**src/rtl/soc_timer_peripheral.sv**
```systemverilog
`default_nettype none
// ---------------------------------------------------------------------------
// soc_timer_peripheral : memory-mapped prescaled 32-bit timer with compare/irq
// Revision: 1.0
// ---------------------------------------------------------------------------
module soc_timer_peripheral #(
  parameter logic [31:0] BASE_ADDR   = 32'h0001_0000,
  parameter int          PRESC_WIDTH = 16
) (
  input  logic        clk,
  input  logic        res_n,
  input  logic [31:0] addr_in,
  input  logic [31:0] write_data,
  input  logic        we,
  output logic [31:0] data_out,
  output logic [31:0] unchanged_value,
  output logic        irq
);

  localparam logic [2:0] OFF_CTRL     = 3'd0;
  localparam logic [2:0] OFF_PRESCALE = 3'd1;
  localparam logic [2:0] OFF_COUNT    = 3'd2;
  localparam logic [2:0] OFF_COMPARE  = 3'd3;
  localparam logic [2:0] OFF_STATUS   = 3'd4;

  logic                   en_q, en_d;
  logic                   auto_q, auto_d;
  logic                   irq_en_q, irq_en_d;
  logic [PRESC_WIDTH-1:0] presc_q, presc_d;
  logic [PRESC_WIDTH-1:0] presc_cnt_q, presc_cnt_d;
  logic [31:0]            count_q, count_d;
  logic [31:0]            compare_q, compare_d;
  logic                   match_q, match_d;
  logic [31:0]            data_out_q;

  logic                   hit;
  logic [2:0]             off;
  logic                   wr_ctrl, wr_presc, wr_count, wr_compare, wr_status;
  logic                   tick;
  logic                   cmp_eq;
  logic [31:0]            presc_ext;
  logic [31:0]            rdata;
  logic                   unused_addr_lsb;

  assign unused_addr_lsb = ^addr_in[1:0];

  assign hit        = (addr_in[31:5] == BASE_ADDR[31:5]);
  assign off        = addr_in[4:2];
  assign wr_ctrl    = we && hit && (off == OFF_CTRL);
  assign wr_presc   = we && hit && (off == OFF_PRESCALE);
  assign wr_count   = we && hit && (off == OFF_COUNT);
  assign wr_compare = we && hit && (off == OFF_COMPARE);
  assign wr_status  = we && hit && (off == OFF_STATUS);

  assign tick   = en_q && (presc_cnt_q == presc_q);
  assign cmp_eq = (count_q == compare_q);

  generate
    if (PRESC_WIDTH < 32) begin : g_presc_pad
      assign presc_ext = {{(32-PRESC_WIDTH){1'b0}}, presc_q};
    end else begin : g_presc_full
      assign presc_ext = presc_q;
    end
  endgenerate

  always_comb begin
    rdata = 32'd0;
    if (hit) begin
      case (off)
        OFF_CTRL:     rdata = {29'd0, irq_en_q, auto_q, en_q};
        OFF_PRESCALE: rdata = presc_ext;
        OFF_COUNT:    rdata = count_q;
        OFF_COMPARE:  rdata = compare_q;
        OFF_STATUS:   rdata = {31'd0, match_q};
        default:      rdata = 32'd0;
      endcase
    end
  end

  // STATUS reports 0 here so unmerged byte lanes write 0 and never clear flags.
  assign unchanged_value = (hit && (off == OFF_STATUS)) ? 32'd0 : rdata;

  // Ordering below encodes the priorities: W1C before tick (set wins),
  // tick before bus writes (COUNT/CTRL writes win).
  always_comb begin
    en_d        = en_q;
    auto_d      = auto_q;
    irq_en_d    = irq_en_q;
    presc_d     = presc_q;
    presc_cnt_d = presc_cnt_q;
    count_d     = count_q;
    compare_d   = compare_q;
    match_d     = match_q;

    if (wr_status && write_data[0]) begin
      match_d = 1'b0;
    end

    if (en_q) begin
      presc_cnt_d = tick ? '0 : presc_cnt_q + PRESC_WIDTH'(1);
    end

    if (tick) begin
      if (cmp_eq) begin
        match_d = 1'b1;
        if (auto_q) begin
          count_d = 32'd0;
        end else begin
          en_d = 1'b0;
        end
      end else begin
        count_d = count_q + 32'd1;
      end
    end

    if (wr_ctrl) begin
      en_d     = write_data[0];
      auto_d   = write_data[1];
      irq_en_d = write_data[2];
    end
    if (wr_presc) begin
      presc_d     = write_data[PRESC_WIDTH-1:0];
      presc_cnt_d = '0;
    end
    if (wr_count) begin
      count_d     = write_data;
      presc_cnt_d = '0;
    end
    if (wr_compare) begin
      compare_d = write_data;
    end
  end

  always_ff @(posedge clk) begin
    if (!res_n) begin
      en_q        <= 1'b0;
      auto_q      <= 1'b0;
      irq_en_q    <= 1'b0;
      presc_q     <= '0;
      presc_cnt_q <= '0;
      count_q     <= 32'd0;
      compare_q   <= 32'd0;
      match_q     <= 1'b0;
      data_out_q  <= 32'd0;
    end else begin
      en_q        <= en_d;
      auto_q      <= auto_d;
      irq_en_q    <= irq_en_d;
      presc_q     <= presc_d;
      presc_cnt_q <= presc_cnt_d;
      count_q     <= count_d;
      compare_q   <= compare_d;
      match_q     <= match_d;
      data_out_q  <= rdata;
    end
  end

  assign data_out = data_out_q;
  assign irq      = match_q & irq_en_q;

endmodule
`default_nettype wire

```
**config.mk**
```make
export PLATFORM = sky130hd
export DESIGN_NAME = soc_timer_peripheral
export DESIGN_NICKNAME = d
export VERILOG_FILES = /design/src/rtl/soc_timer_peripheral.sv
export SDC_FILE = /design/constraint.sdc
export NUM_CORES = 1
export LEC_CHECK = 0
export CORE_MARGIN = 2
export CORE_UTILIZATION = 57
export CTS_CLUSTER_DIAMETER = 60
export DETAILED_ROUTE_END_ITERATION = 16
export GPL_ROUTABILITY_DRIVEN = 0
export MAX_ROUTING_LAYER = met4
export PLACE_DENSITY = 0.86
export SYNTH_ARGS = -nofsm -noshare
export SYNTH_HDL_FRONTEND = slang
export SYNTH_SLANG_ARGS = --single-unit
```
**constraint.sdc**
```tcl
create_clock -name clk -period 3.7 [get_ports clk]
set_clock_uncertainty 0.05 [all_clocks]
set_input_delay 0.555 -clock clk [delete_from_list [all_inputs] [get_ports clk]]
set_output_delay 0.555 -clock clk [all_outputs]
set_load 0.005 [all_outputs]
```
# ---- After elaboration in Yosys (flattened, before gate mapping)
# Index checks and enable logic that the tools add are counted.
dict set report word_totals {
  in_bits 67
  out_inout_bits 65
  latchBits 0
  ram_bits 0
  regBits 132
  mem_bits_ro 0
  mem_count 0
  word_cells 53
}
dict set report op_classes {
  bitwise 2
  n_div 0
  add_sub_neg 2
  shifts 0
  n_mux 15
  reduce_logical 16
  magnitude_cmp 0
  multipliers 0
  n_eq_ne 9
}
# operator count
set op_table {}
lappend op_table {{2-to-1 mux 32 bit} 6}
lappend op_table {{one-hot mux 32 bit (5 select lines)} 1}
lappend op_table {{adder 32 x 1 -> 32 bit (second input constant)} 1}
lappend op_table {{== test 32 bit} 1}
lappend op_table {{== test 27 x 12 -> 1 bit (second input constant)} 1}
lappend op_table {{adder 16 x 1 -> 16 bit (second input constant)} 1}
lappend op_table {{== test 16 bit} 1}
lappend op_table {{2-to-1 mux 16 bit} 1}
lappend op_table {{logical AND 1 bit} 9}
lappend op_table {{2-to-1 mux 1 bit} 7}
lappend op_table {{== test 3 x 2 -> 1 bit (second input constant)} 2}
lappend op_table {{nonzero test 2 bit} 3}
lappend op_table {{== test 3 x 1 -> 1 bit (second input constant)} 1}
lappend op_table {{== test 3 bit (second input constant)} 1}
lappend op_table {{zero test 3 bit} 1}
lappend op_table {{!= test 3 bit (second input constant)} 1}
lappend op_table {{AND reduction 3 bit} 1}
lappend op_table {{OR reduction 3 bit} 1}
lappend op_table {{!= test 2 x 1 -> 1 bit (second input constant)} 1}
lappend op_table {{AND reduction 2 bit} 1}
lappend op_table {{AND 1 bit} 1}
lappend op_table {{inverter 1 bit} 1}

# ---- Logic depth before layout (Yosys ltp)
# Gate-level depths: netlist of run 1.
dict set report logic_depth {
  word_depth 7
  ltp_mapped 11
}

# ---- Worst setup path after synthesis of run 1
# Ideal clock, no wire load.
dict set report synth_timing {
  path_type {input -> output}
  startpoint {input port addr_in[7]}
  endpoint {output port unchanged_value[10]}
  stages 7
  n_path_buf 2
  path_slack_ps 1102
  arrival_time_ps 1993
  path_cell_list {nor4_1 -> nand4_2 -> nor3_4 -> nand2b_1 -> clkbuf_1 -> clkbuf_1 -> nor2_1}
}
dict set report synth_via {
  elab_chain_len 3
}
# element line_no
set synth_lines {}
lappend synth_lines {{start: declaration} 12} ;# input logic [31:0] addr_in,
lappend synth_lines {{== test 27 x 12 -> 1 bit (*)} 47} ;# assign hit = (addr_in[31:5] == BASE_ADDR[31:5]);
lappend synth_lines {{2-to-1 mux 32 bit or logical AND 1 bit (tied branches)} {68, 81}}
lappend synth_lines {{2-to-1 mux 32 bit (*)} 81} ;# assign unchanged_value = (hit && (off == OFF_STATUS)) ? 32'd0 : rdata;
lappend synth_lines {{end: declaration} 16} ;# output logic [31:0] unchanged_value,
# Mark *: on every way between the ends. The rest lies on a longest branch, timed or not.

# ---- Final worst setup path of run 1
dict set report layout_timing {
  startpoint {input port addr_in[3]}
  endpoint {output port unchanged_value[13]}
}
dict set report layout_via {
  elab_chain_len 4
}
# element line_no
set layout_lines {}
lappend layout_lines {{== test 3 bit, or another cell as far along} {69, 81}}
lappend layout_lines {{one-hot mux 32 bit (5 select lines)} 69} ;# case (off)
lappend layout_lines {{2-to-1 mux 32 bit} 68} ;# if (hit) begin
lappend layout_lines {{2-to-1 mux 32 bit (*)} 81}
# Marked as above.

==> results.cfg, run 1 <==
[sta]
finalHoldViolations = 0
rsz0062_at_grt = false
period_needed_ns = 3.55
worst_pin_slew_ns = 1.07
slew_headroom_pct = 28.7
slew_violations = 0
tns_ns = 0
setup_viol = 0
fin_crit_sh_pct = 95.9
fin_ws_ns = 0.153
fmax_ghz = 0.282

[placement]
dp_hpwl_um = 15000
placed_cell_area_um2 = 8390
post-place-ws_ns = 0.0861
io_buffer_count = 129

[detailed_routing]
wl_um = 21500
vias_per_cell = 6.16
drtAntennaViolNets = 0
wire_per_inst_um = 19.2
post-route-drc-count = 0
drt-pass1-iter-count = 5
vias = 6875
drt_iter0_markers = 811

[hold_path]
hold_depth = 2
hp-start = presc_q[15]$_SDFFE_PN0P_
holdPathEnd = presc_q[15]$_SDFFE_PN0P_
worstHoldPathType = flip-flop to flip-flop

[critical_path]
reg2reg_depth = 7
critPathKind = primary input to output port
endpoint_kind = output port
crit_start = addr_in[3]
critical_path.max_fanout = 13
required_ns = 3.09
r2r_end = count_q[8]$_SDFFE_PN0P_
worstReg2RegStart = count_q[6]$_SDFFE_PN0P_
crit_path_start_kind = primary input
r2r_slack_ns = 0.55
critPathArrivalTime_ns = 2.94

[synth]
ys.flop_type = dfxtp_1
yosysUniqueCellTypes = 74
avgSynthCellArea_um2 = 8.48
yosysSeqAreaShare_pct = 37.3
synth_edf_count = 0
synthArstFlopShare_pct = 0
synthCells = 836
synth_nets = 905
syn_area_um2 = 7090
synth_seq_cells = 132
yosysWarnings = 0

[cts]
cts_root_buf = clkbuf_16
insertion_delay_ns = 0.43
clock_sinks = 132
clockBufferDepth = 2
cts_max_level = 4
path_clk_slew_ns = 0.06
cts_tree = done
cts_made_buffers = 17
ctsHoldBuffers = 0

[cells_and_area]
antenna_cells = 0
mostFrequentLayoutCells = dfxtp_1 (132), clkdlybuf4s50_1 (129), nor2_1 (100), nand2_1 (77), xnor2_1 (45)
fillers = 856
fin_area_um2 = 9130
mostFrequentLayoutCell = dfxtp_1
finalNetCount = 1004
drive_above_1_share_pct = 10.7
area_growth_pct = 28.7

[status]
run_status = completed

[grt]
grt_start_max_net_pins = 91
first_global_vias = 6268
grtUsageTotal_pct = 33.1
grt_pass1_wl_um = 33200
antenna_found_initial = 0
grt_overflow = 0

[power]
power.clock.fraction_pct = 56.3
combPwrFrac_pct = 5.0
powerDensity_nw_per_um2 = 403
power_leakage_nw = 3.08
power_switching_mw = 0.740
worst_ir_drop_vdd_mv = 0.314
seqPwrFrac_pct = 38.7
p_sw_share_pct = 20.1
p_int_mw = 2.94
fin_total_pwr_mw = 3.68

[run]
cap_viol_max_count = 0

[die]
io_pins = 132
start_util_pct = 58.8
dieWidth_um = 116
rows = 40
fp.dieH_um = 116
core_area_um2 = 12100
die_area_um2 = 13300
-- state kept, by name, summed over array words and instances, names as in the netlist --
signal,count
compare_q,32
count_q,32
data_out,32
presc_cnt_q,16
presc_q,16
auto_q,1
en_q,1
irq_en_q,1
match_q,1
-- cell type report --
type                       instances  area [um^2]  area share, %
clock buffer                      19          453           4.96
clock inverter                    13          275           3.02
inverter                           7         26.3          0.288
multi-input combinational        627         4070           44.6
sequential                       132         2640           29.0
tap                              168          210           2.30
timing repair buffer             150         1450           15.9
-- per-layer routing --
metal | wire length, um | vias to the layer above | GRT usage (%)
met1 | 8440 | 3174 | 40.0
met2 | 9980 | 437 | 52.6
met3 | 2180 | 78 | 6.64
met4 | 879 | 0 | 16.2
li1 | - | 3186 | -
met5 | 0 | - | -
-- cell usage after synthesis (21+ instances only) --
cell type,number,area (um^2)
a21oi_1,38,190
a22oi_1,31,233
clkbuf_1,44,165
dfxtp_1,132,2640
mux2i_1,38,380
nand2_1,77,289
nand3_1,31,155
nand4_1,22,138
nor2_1,100,375
nor3_1,40,200
o21ai_0,21,105
xnor2_1,45,394
xor2_1,25,219
-- stage by stage --
step | utilization [%] | hold slack [ns] | instances
after floorplan | - | 0.398 | 836
after global placement | 69.5 | 0.423 | 1083
after detailed placement | 69.5 | 0.432 | 1083
after CTS | 75.6 | 0.439 | 1115
after global routing | 75.7 | 0.455 | 1116
final | 75.7 | 0.436 | 1116
-- power groups by stage --
stage / combinational, mW / clock (mW) / sequential (mW)
detailed placement: 0.178 / 0 / 1.46
global placement: 0.177 / 0 / 1.46
finish: 0.185 / 2.07 / 1.42
global route: 0.194 / 2.15 / 1.42
CTS: 0.180 / 2.08 / 1.42
floorplan: 0.0788 / 0 / 1.45
-- worst max-delay path by stage --
stage | endpoint | slack, ns | cells past startpoint
2_1_floorplan | unchanged_value[10] | 1.10 | 7
3_3_place_gp | unchanged_value[15] | 0.12 | 8
3_5_place_dp | unchanged_value[0] | 0.09 | 8
4_1_cts | unchanged_value[15] | 0.10 | 8
5_1_grt | unchanged_value[14] | 0.005 | 5
6_report | unchanged_value[13] | 0.15 | 5
-- kinds of logic after synthesis --
family                     Yosys count  share of synthesized area, %
and+or+nand+nor                    359                          26.6
AOI/OAI and AO/OA                  143                          13.6
DFF                                132                          37.3
buffers and inverters               77                          5.49
xor gates and xnor gates            70                          8.65
muxes                               53                          8.06
adders and majority gates            2                         0.353
-- timing repair --
action	4_1_cts	5_1_grt
endpoints found under the hold margin	0	0
setup endpoints to repair	0	14
gates resized for setup	0	1
setup buffers	0	1
-- worst max-delay path, cell delays in order --
cell             delay (ns)
clkdlybuf4s50_1        0.50
nor2b_1                0.85
a22oi_1                0.35
nor2_1                 0.16
clkdlybuf4s50_1        0.51
Note: power is estimated with default switching activity, not from simulation.
==> run 2, diff against run 1 <==
CORE_UTILIZATION = 53   (was 57)
PLACE_DENSITY = 0.81   (was 0.86)
clock period = 3.4 ns   (was 3.7 ns; I/O delays follow)
==> run 2 against run 1 <==
  * Non-clock buffer count up 12
  * Highest routed layer unchanged
  * Die area up 7.3%
  * Count of clock-buffer cells in the layout up 2
  * Largest cell class unchanged
  * First-iteration DRC count down 15%
  * Final cell count up 1.8%
  * Flip-flop and latch count unchanged
  * Register-to-register slack better by 0.05 ns
  * Utilization down 5.8 points
  * Routed wire length down 1.5%
  * Power down 0.39%
==> results.cfg, run 2 (same netlist as run 1, synthesis figures left out) <==
[cts]
cts_root_buf = clkbuf_16
clockBufferDepth = 2
insertion_delay_ns = 0.43
cts_tree = done
postCtsSetupBuffers = 0
cts_made_buffers = 17
clock_sinks = 132
cts_max_level = 4
path_clk_slew_ns = 0.06

[cells_and_area]
utilization_pct = 69.9
mostFrequentLayoutCell = dfxtp_1
area_growth_pct = 29.5
finalNonFillerCells = 1136
antenna_cells = 0
finalNetCount = 1016
drive_above_1_share_pct = 11.9
mostFrequentLayoutCells = dfxtp_1 (132), clkdlybuf4s50_1 (129), nor2_1 (100), nand2_1 (77), xnor2_1 (45)
fillers = 1012

[die]
rows = 42
die_area_um2 = 14300
fp.dieH_um = 120
core_area_um2 = 13100
dieWidth_um = 120
start_util_pct = 54.0
io_pins = 132

[placement]
io_buffer_count = 129
post-place-ws_ns = 0.0784
dp_hpwl_um = 15500
place_inst = 1104

[sta]
rsz0062_at_grt = false
whs_ns = 0.446
finalHoldViolations = 0
fin_crit_sh_pct = 96.2
slew_headroom_pct = 29.9
worst_pin_slew_ns = 1.05
period_needed_ns = 3.27
fmax_ghz = 0.306
slew_violations = 0
tns_ns = 0
setup_viol = 0
fin_ws_ns = 0.131

[power]
power_switching_mw = 0.810
worst_ir_drop_vdd_mv = 0.425
power_leakage_nw = 3.10
p_sw_share_pct = 22.1
combPwrFrac_pct = 5.6
p_int_mw = 2.86
seqPwrFrac_pct = 42.3
powerDensity_nw_per_um2 = 400
power.clock.fraction_pct = 52.1

[detailed_routing]
drt-pass1-iter-count = 6
vias_per_cell = 6.00
post-route-drc-count = 0
wire_per_inst_um = 18.6
drtAntennaViolNets = 0
vias = 6811
drt_iter0_markers = 688
wl_um = 21100

[critical_path]
cp.depth = 8
cpMaxStageDelayCell = clkdlybuf4s50_1
crit_path_start_kind = primary input
cpMostUsedCell = clkdlybuf4s50_1
critical_path.cell_chain = clkdlybuf4s50_1 -> nor4_1 -> nand4_2 -> nor3_4 -> nand2_1 -> buf_12 -> nor2_1 -> clkdlybuf4s50_1
critPathMaxStageDelay_ns = 0.51
endpoint_kind = output port
critPathKind = primary input to output port
reg2reg_depth = 9
required_ns = 2.84
critical-path-top-delay-family = buffers and inverters
crit_start = addr_in[6]
critical_path.max_fanout = 32
crit_buf_inv = 3
critPathArrivalTime_ns = 2.71
worstReg2RegStart = count_q[17]$_SDFFE_PN0P_

[grt]
grt_overflow = 0
first_global_vias = 6299
grtUsageTotal_pct = 30.6
grt_busiest_layer = met2
grt_start_max_net_pins = 91
grt_pass1_wl_um = 33400
grt_util_met2_pct = 48.9
use_met3_pct = 6.37
antenna_found_initial = 0
grt_use_met1_pct = 38.1

[hold_path]
hold_depth = 2
worstHoldPathType = flip-flop to flip-flop
hp-start = presc_q[8]$_SDFFE_PN0P_

[status]
run_status = completed

[run]
cap_viol_max_count = 0
[run 2: routing by layer]
layer / vias up / share of wire [%]
li1: 3218 / -
met1: 3238 / 40
met2: 309 / 48
met3: 46 / 8.1
met4: 0 / 3.2
met5: - / 0
[run 2: worst reg2reg max path, delay by kind of cell (launching register included)]
family	cells	cell delay (ns)
AND/OR/NAND/NOR	4	0.86
AO/OA/AOI/OAI	2	0.61
flip-flops	1	0.41
XOR/XNOR	1	0.40
buffers and inverters	2	0.36
[run 2: power by group through the flow]
stage,sequential [mW],combinational (mW),clock [mW]
finish,1.55,0.206,1.91
global route,1.55,0.215,1.99
CTS,1.55,0.201,1.92
detailed placement,1.58,0.199,0
global placement,1.58,0.198,0
floorplan,1.58,0.0857,0
[run 2: final timing paths]
| path | endpoint | slack [ns] |
|---|---|---|
| worst max-delay path | unchanged_value[31] | 0.13 |
| worst min-delay path | presc_q[8]$_SDFFE_PN0P_ | 0.45 |
| worst max register to register | count_q[29]$_SDFFE_PN0P_ | 0.60 |
| worst min register to register | presc_q[8]$_SDFFE_PN0P_ | 0.45 |
[run 2: area by class of cell]
| type | count | area, um^2 | share of cell area [%] |
|---|---|---|---|
| clock buffer | 21 | 470 | 5.13 |
| clock inverter | 11 | 150 | 1.64 |
| tap | 176 | 220 | 2.40 |
| sequential | 132 | 2640 | 28.8 |
| timing repair buffer | 162 | 1590 | 17.3 |
| multi-input combinational | 627 | 4080 | 44.5 |
| inverter | 7 | 26.3 | 0.286 |
[run 2: what timing repair did]
action	in CTS	in global routing
endpoints found under the setup margin	0	26
resized for setup	0	3
hold buffers	0	0
[run 2: per-stage QoR]
stage	area [um^2]	total power, mW
floorplan	7090	1.67
global placement	8540	1.78
detailed placement	8540	1.78
CTS	9160	3.68
global route	9180	3.75
finish	9180	3.67
==> run 3, diff against run 2 <==
CORE_UTILIZATION = 54   (was 53)
CTS_BUF_LIST = sky130_fd_sc_hd__clkbuf_8   (was not set)
GPL_ROUTABILITY_DRIVEN = not set   (was 0)
PLACE_DENSITY = 0.82   (was 0.81)
==> run 3 against run 2 <==
  * Routed wire length is 1.9% higher
  * Clock power is 32% lower
  * Critical path depth decreased by 1
  * Die area shrank 1.8%
  * Count of clock-buffer cells in the layout shrank 3
  * Largest power group is now registers
  * Via count up 0.57%
  * Power shrank 17%
==> results.cfg, run 3 (same netlist as run 1, synthesis figures left out) <==
[critical_path]
critical_path.max_fanout = 27
crit_path_start_kind = primary input
critPathArrivalTime_ns = 2.75
required_ns = 2.84
reg2reg_depth = 7
endpoint_kind = output port
r2r_slack_ns = 0.62
worstReg2RegStart = count_q[14]$_SDFFE_PN0P_
critPathKind = primary input to output port
r2r_end = count_q[8]$_SDFFE_PN0P_

[placement]
place_inst = 1097
io_buffer_count = 129
place.gp.congestion = 0.998
dp_hpwl_um = 15700

[sta]
slew_headroom_pct = 31.0
finalHoldViolations = 0
tns_ns = 0
whs_ns = 0.433
fin_crit_sh_pct = 97.4
worst_pin_slew_ns = 1.03
period_needed_ns = 3.31
rsz0062_at_grt = false
setup_viol = 0
slew_violations = 0
fmax_ghz = 0.302

[cells_and_area]
fillers = 1021
finalNetCount = 1014
drive_above_1_share_pct = 11.9
finalNonFillerCells = 1130
mostFrequentLayoutCells = dfxtp_1 (132), clkdlybuf4s50_1 (129), nor2_1 (100), nand2_1 (76), xnor2_1 (45)
area_growth_pct = 25.7
antenna_cells = 0
mostFrequentLayoutCell = dfxtp_1

[status]
run_status = completed

[grt]
grtUsageTotal_pct = 31.5
grt_start_max_net_pins = 91
grt_pass1_wl_um = 34200
grt_overflow = 0
antenna_found_initial = 0
first_global_vias = 6495

[power]
power_switching_mw = 0.749
power.clock.fraction_pct = 42.6
p_sw_share_pct = 24.5
power_leakage_nw = 2.99
p_int_mw = 2.31
seqPwrFrac_pct = 50.7
worst_ir_drop_vdd_mv = 0.354
powerDensity_nw_per_um2 = 343
combPwrFrac_pct = 6.7

[detailed_routing]
drtAntennaViolNets = 0
vias_per_cell = 6.06
drt-pass1-iter-count = 5
wire_per_inst_um = 19.1
post-route-drc-count = 0
wl_um = 21500
drt_iter0_markers = 670
vias = 6850

[cts]
path_clk_slew_ns = 0.08
insertion_delay_ns = 0.47
ctsHoldBuffers = 0
cts_root_buf = clkbuf_8
cts_made_buffers = 17
clockBufferDepth = 2
cts_tree = done
clock_sinks = 132
cts_max_level = 4

[die]
die_area_um2 = 14100
start_util_pct = 55.7
dieWidth_um = 119
rows = 41
core_area_um2 = 12700
fp.dieH_um = 119
io_pins = 132

[hold_path]
holdPathEnd = match_q$_SDFF_PN0_
worstHoldPathType = flip-flop to flip-flop
hp-start = match_q$_SDFF_PN0_
hold_depth = 2

[run]
cap_viol_max_count = 0
[run 3: critical path, stage by stage]
cell and delay (ns):
clkdlybuf4s50_1 0.42, or3_2 0.55, nor3_4 0.30, nand2b_4 0.11
buf_12 0.17, nor2_1 0.13, clkdlybuf4s50_1 0.56
[run 3: layout make-up]
| cell class | count | area [um^2] | area share, % |
|---|---|---|---|
| inverters | 7 | 26.3 | 0.295 |
| repair buffers | 160 | 1560 | 17.5 |
| multi-input cells | 627 | 4090 | 45.8 |
| flip-flops and latches | 132 | 2640 | 29.6 |
| clock buffers | 18 | 248 | 2.78 |
| well taps | 172 | 215 | 2.41 |
| clock inverters | 14 | 135 | 1.52 |
[run 3: power by group through the flow]
stage | Combinational [mW] | Sequential, mW | Clock (mW)
3_5_place_dp | 0.199 | 1.58 | 0
2_1_floorplan | 0.0857 | 1.58 | 0
6_report | 0.206 | 1.55 | 1.30
5_1_grt | 0.217 | 1.55 | 1.39
4_1_cts | 0.201 | 1.55 | 1.31
3_3_place_gp | 0.197 | 1.58 | 0
[run 3: how the worst max path moves through the flow]
stage                 from                 endpoint  cells after the start  slack, ns
2_1_floorplan   addr_in[7]  presc_q[5]$_SDFFE_PN0P_                      9       0.88
3_3_place_gp   addr_in[10]      unchanged_value[11]                      8       0.09
3_5_place_dp   addr_in[10]      unchanged_value[12]                      8       0.03
4_1_cts        addr_in[10]      unchanged_value[12]                      8       0.05
5_1_grt        addr_in[25]      unchanged_value[30]                      7     0.0005
6_report       addr_in[25]      unchanged_value[12]                      7       0.09
[run 3: layer usage]
metal | global-route usage, % | vias to the layer above | wire length (um)
met4 | 14.1 | 0 | 737
met3 | 7.34 | 59 | 1870
met2 | 50.0 | 354 | 10200
met5 | - | - | 0
met1 | 38.0 | 3228 | 8770
li1 | - | 3209 | -
[run 3: through the flow]
step / utilization (%) / worst slack, ns / cell area [um^2] / power (mW)
after floorplan: - / 0.883 / 7090 / 1.67
after global placement: 66.8 / 0.0924 / 8500 / 1.78
after detailed placement: 66.8 / 0.0277 / 8500 / 1.78
after CTS: 69.9 / 0.0474 / 8890 / 3.06
after global routing: 70.1 / 0.000487 / 8920 / 3.15
final: 70.1 / 0.0896 / 8920 / 3.05
[run 3: what timing repair did]
item / CTS / global route
gates resized for setup: 1 / 3
setup buffers: 0 / 1
pin swaps: 0 / 2
endpoints found under the setup margin: 1 / 31
endpoints found under the hold margin: 0 / 0
